===== src/rtl/hex_scan_mux.sv =====
// Time-multiplexed hex digit scanner for a common-anode 7-segment display.
// Optional leading-zero blanking is enabled by defining HEX_SCAN_LZ_BLANK_EN.
module hex_scan_mux #(
  parameter int DIGITS   = 4,
  parameter int SCAN_DIV = 50000,
  parameter int CNT_W    = 16
) (
  input  logic                  clk,
  input  logic                  rst,
  input  logic                  en,
  input  logic                  load,
  input  logic [4*DIGITS-1:0]   value,
  output logic [3:0]            rez,
  output logic [DIGITS-1:0]     dig_n,
  output logic                  frame_tick
);

  localparam int IDX_W = $clog2(DIGITS);
  localparam logic [DIGITS-1:0] ONE = DIGITS'(1);

  logic [CNT_W-1:0]    prescaler;
  logic [IDX_W-1:0]    idx;
  logic [IDX_W-1:0]    idx_q;
  logic [4*DIGITS-1:0] pending;
  logic [4*DIGITS-1:0] shadow;
  logic                q_valid;
  logic                blank_q;
  logic                tc;
  logic                wrap;
  logic                blank_now;

  assign tc   = en && (prescaler == CNT_W'(SCAN_DIV - 1));
  assign wrap = tc && (idx == IDX_W'(DIGITS - 1));

`ifdef HEX_SCAN_LZ_BLANK_EN
  // lz_blank[k] is set when shadow digits k..DIGITS-1 are all zero (k > 0).
  logic [DIGITS-1:0] lz_blank;
  logic              upper_zero;

  always_comb begin
    lz_blank   = '0;
    upper_zero = 1'b1;
    for (int k = DIGITS - 1; k >= 1; k--) begin
      upper_zero  = upper_zero && (shadow[4*k +: 4] == 4'h0);
      lz_blank[k] = upper_zero;
    end
  end

  assign blank_now = lz_blank[idx];
`else
  assign blank_now = 1'b0;
`endif

  always_ff @(posedge clk) begin
    if (rst) begin
      prescaler  <= '0;
      idx        <= '0;
      idx_q      <= '0;
      pending    <= '0;
      shadow     <= '0;
      q_valid    <= 1'b0;
      blank_q    <= 1'b0;
      rez        <= 4'h0;
      dig_n      <= '1;
      frame_tick <= 1'b0;
    end else begin
      frame_tick <= 1'b0;
      if (load) pending <= value;

      if (en) begin
        // Stage 1 picks the nibble; stage 2 drives the anode of the digit
        // that stage 1 presented, matching the decoder's register delay.
        idx_q   <= idx;
        rez     <= shadow[{idx, 2'b00} +: 4];
        blank_q <= blank_now;
        q_valid <= 1'b1;
        dig_n   <= (q_valid && !blank_q) ? ~(ONE << idx_q) : '1;

        if (tc) begin
          prescaler <= '0;
          if (wrap) begin
            idx        <= '0;
            shadow     <= load ? value : pending;
            frame_tick <= 1'b1;
          end else begin
            idx <= idx + IDX_W'(1);
          end
        end else begin
          prescaler <= prescaler + CNT_W'(1);
        end
      end else begin
        // idx_q is stale while frozen; hold anodes off until it re-aligns.
        q_valid <= 1'b0;
        dig_n   <= '1;
      end
    end
  end

endmodule


===== config.mk =====
export PLATFORM = sky130hd
export DESIGN_NAME = hex_scan_mux
export DESIGN_NICKNAME = d
export VERILOG_FILES = /design/src/rtl/hex_scan_mux.sv
export SDC_FILE = /design/constraint.sdc
export NUM_CORES = 1
export LEC_CHECK = 0
export ABC_AREA = 0
export CORE_MARGIN = 2
export CORE_UTILIZATION = 55
export DETAILED_ROUTE_END_ITERATION = 12
export PLACE_DENSITY = 0.81
export SYNTH_ARGS = -nofsm -noshare
export SYNTH_HDL_FRONTEND = slang
export SYNTH_SLANG_ARGS = --single-unit

===== constraint.sdc =====
create_clock -name clk -period 2.3 [get_ports clk]
set_input_delay 0.46 -clock clk [delete_from_list [all_inputs] [get_ports clk]]
set_output_delay 0.46 -clock clk [all_outputs]
set_load 0.005 [all_outputs]

==> impl_metrics.py <==
metrics = {
    "outcome": {
        "status": "finished, final reports clean",
    },
    "grt": {
        "grt_max_degree": 17,
        "grt_overflow": 0,
        "grt_pass1_vias": 1700,
        "grt_antenna_before_repair": 0,
        "grt_pass1_wl_um": 7630,
        "grt_use_total": 0.195,
    },
    "placed_design": {
        "dp_hpwl_um": 3070,
        "dpl_cell_area_um2": 2890,
        "gp_congestion": 0.734,
        "port_buffers": 28,
    },
    "floorplanning": {
        "dieHeight_um": 71.2,
        "die_area_um2": 5070,
        "start_util": 0.571,
        "core_area_um2": 4350,
        "io_pins": 29,
        "std_cell_rows": 24,
        "die_x_um": 71.2,
    },
    "timing": {
        "finalHoldViolCount": 0,
        "tns_ns": 0,
        "max_freq_mhz": 483,
        "maxSlewHeadroom": 0.728,
        "tightest_slew_ns": 0.408,
        "final.setup_skew_ns": 0.00852,
        "drv_slew": 0,
        "rsz0062_at_grt": "no",
        "fin_crit_sh": 0.901,
        "finalSetupViolCount": 0,
        "period_needed_ns": 2.07,
    },
    "clock_tree": {
        "cts_resized": 0,
        "cts_hold_buf": 0,
        "clockBufferDepth": 2,
        "clock_latency_ns": 0.33,
        "cts_buffers": 9,
        "post-cts-setup-buffers": 0,
        "clkSinkCount": 62,
        "root_buffer": "clkbuf_8",
        "htreeDepth": 3,
        "cts_tree": "built",
        "path_clk_slew_ns": 0.07,
    },
    "routing": {
        "drt_first_iter_violations": 44,
        "drtAntennaViolNets": 0,
        "routed_wl_um": 4360,
        "route.detailed.drc": 0,
        "num_vias": 1761,
        "avgRoutedWirePerCell_um": 13.0,
        "drtPass1Iterations": 4,
        "vias_per_cell": 5.24,
    },
    "yosys": {
        "ys_types": 32,
        "synthFlopType": "dfxtp_1",
        "async_flop_share": 0,
        "synth-seq-area-share": 0.499,
        "netlist_area_um2": 2480,
        "syn_inst": 239,
        "ys_warn_count": 0,
        "synth_top_area_frac": 0.499,
        "synth-edff-count": 0,
        "syn_area_per_cell_um2": 10.4,
        "yosys.area.top_type": "dfxtp_1",
        "synthTopCellsByArea": "dfxtp_1, mux2i_1, mux2_2, nor2_1, nor2b_1",
        "ys_ff_latch": 62,
        "syn_nets": 261,
    },
    "worst_setup_path": {
        "crit_slowest_cell": "or4_4",
        "slowest_delay_ns": 0.59,
        "crit_fanout": 13,
        "crit_path_start_kind": "flip-flop",
        "end_kind": "flip-flop",
        "path_buf_inv": 1,
        "crit_arrival_ns": 2.28,
        "critPathRequiredTime_ns": 2.51,
        "cpLargestDelayFamily": "simple AND/OR/NAND/NOR gates",
        "critPathKind": "flip-flop to flip-flop",
        "path_cells": "or4b_4 > or4_4 > or2b_1 > buf_12 > a21oi_1",
    },
    "layout": {
        "syn2layout_area_growth_pct": 24.8,
        "drive_gt1_frac": 0.176,
        "design_area_um2": 3100,
        "n_antenna_cell": 0,
        "fin_nets": 301,
        "num-fill-cells": 320,
    },
    "min_path": {
        "hold_class": "flip-flop to flip-flop",
    },
    "pwr": {
        "power.leakage_nw": 1.22,
        "p_total_w": 0.00225,
        "vdd_drop_max_mv": 0.400,
        "power.density_nw_per_um2": 725,
    },
    "run": {
        "cap_violations": 0,
    },
}
[routing by layer]
layer  global-route usage  vias to the layer above  part of all wire
met4                0.119                        0             0.023
met3               0.0408                        8             0.041
li1                     -                      901                 -
met2                0.287                       35              0.44
met5                    0                        -                 0
met1                0.266                      817              0.49
[cell usage in the layout (no fill, tap or decap), types with 6 or more instances in the layout]
cell,count
mux2i_1,22
clkbuf_8,10
nand2_1,11
buf_4,11
clkdlybuf4s50_1,28
nor2b_1,17
xnor2_1,9
nor4_1,7
nor2_1,39
nand4_1,6
mux2_2,16
dfxtp_1,62
[registers in the layout, summed over array words and instances (netlist names)]
name,flops
dig_n,4
idx,2
rez,4
idx_q,2
q_valid,1
prescaler,16
frame_tick,1
shadow,16
pending,16
[cell type report]
class | count | area (um^2) | share of cell area
sequential | 62 | 1240 | 0.400
multi-input combinational | 162 | 1180 | 0.381
timing repair buffer | 40 | 383 | 0.123
clock buffer | 12 | 145 | 0.0468
clock inverter | 4 | 70.1 | 0.0226
tap | 52 | 65.1 | 0.0210
inverter | 4 | 15.0 | 0.00484
[cell usage after synthesis, types with 3 or more instances]
master,n
mux4_2,4
a21oi_1,4
nand3_1,3
dfxtp_1,62
mux2_2,16
nand2_1,11
xor2_1,4
nor2_1,39
or3_1,3
nor2b_1,17
clkbuf_1,8
inv_1,4
mux2i_1,22
nand4_1,6
xnor2_1,9
nor4_1,7
[stage by stage]
stage	setup WS, ns	utilization	hold slack, ns	std cells
detailed placement	0.122	0.663	0.412	320
global route	0.153	0.712	0.441	336
global placement	0.173	0.663	0.407	320
floorplan	0.328	-	0.387	239
finish	0.229	0.712	0.425	336
CTS	0.225	0.712	0.427	336
[cell families after synthesis]
logic type / Yosys count / share of synthesized area
simple gates: 99 / 0.208
flops: 62 / 0.499
mux: 42 / 0.197
buf+inv: 15 / 0.0247
xor+xnor: 13 / 0.0458
compound gates: 6 / 0.0146
fa+ha+maj: 2 / 0.0101
[where the power goes]
group / leakage (nW) / switching (W) / total, W / internal (W)
registers: 0.503 / 0.00000745 / 0.00110 / 0.00109
clock network: 0.110 / 0.000396 / 0.00103 / 0.000637
logic: 0.603 / 0.0000502 / 0.000113 / 0.0000624
total: 1.22 / 0.000454 / 0.00225 / 0.00179
[final timing paths]
check                           cells after the start       endpoint          start  slack [ns]
worst min-delay path                                1       dig_n[1]       idx_q[0]        0.43
worst min register to register                      1       dig_n[1]       idx_q[0]        0.43
worst max register to register                      5  prescaler[15]  prescaler[11]        0.23
worst max-delay path                                5  prescaler[15]  prescaler[11]        0.23
Power figures use the tool's default switching activity.
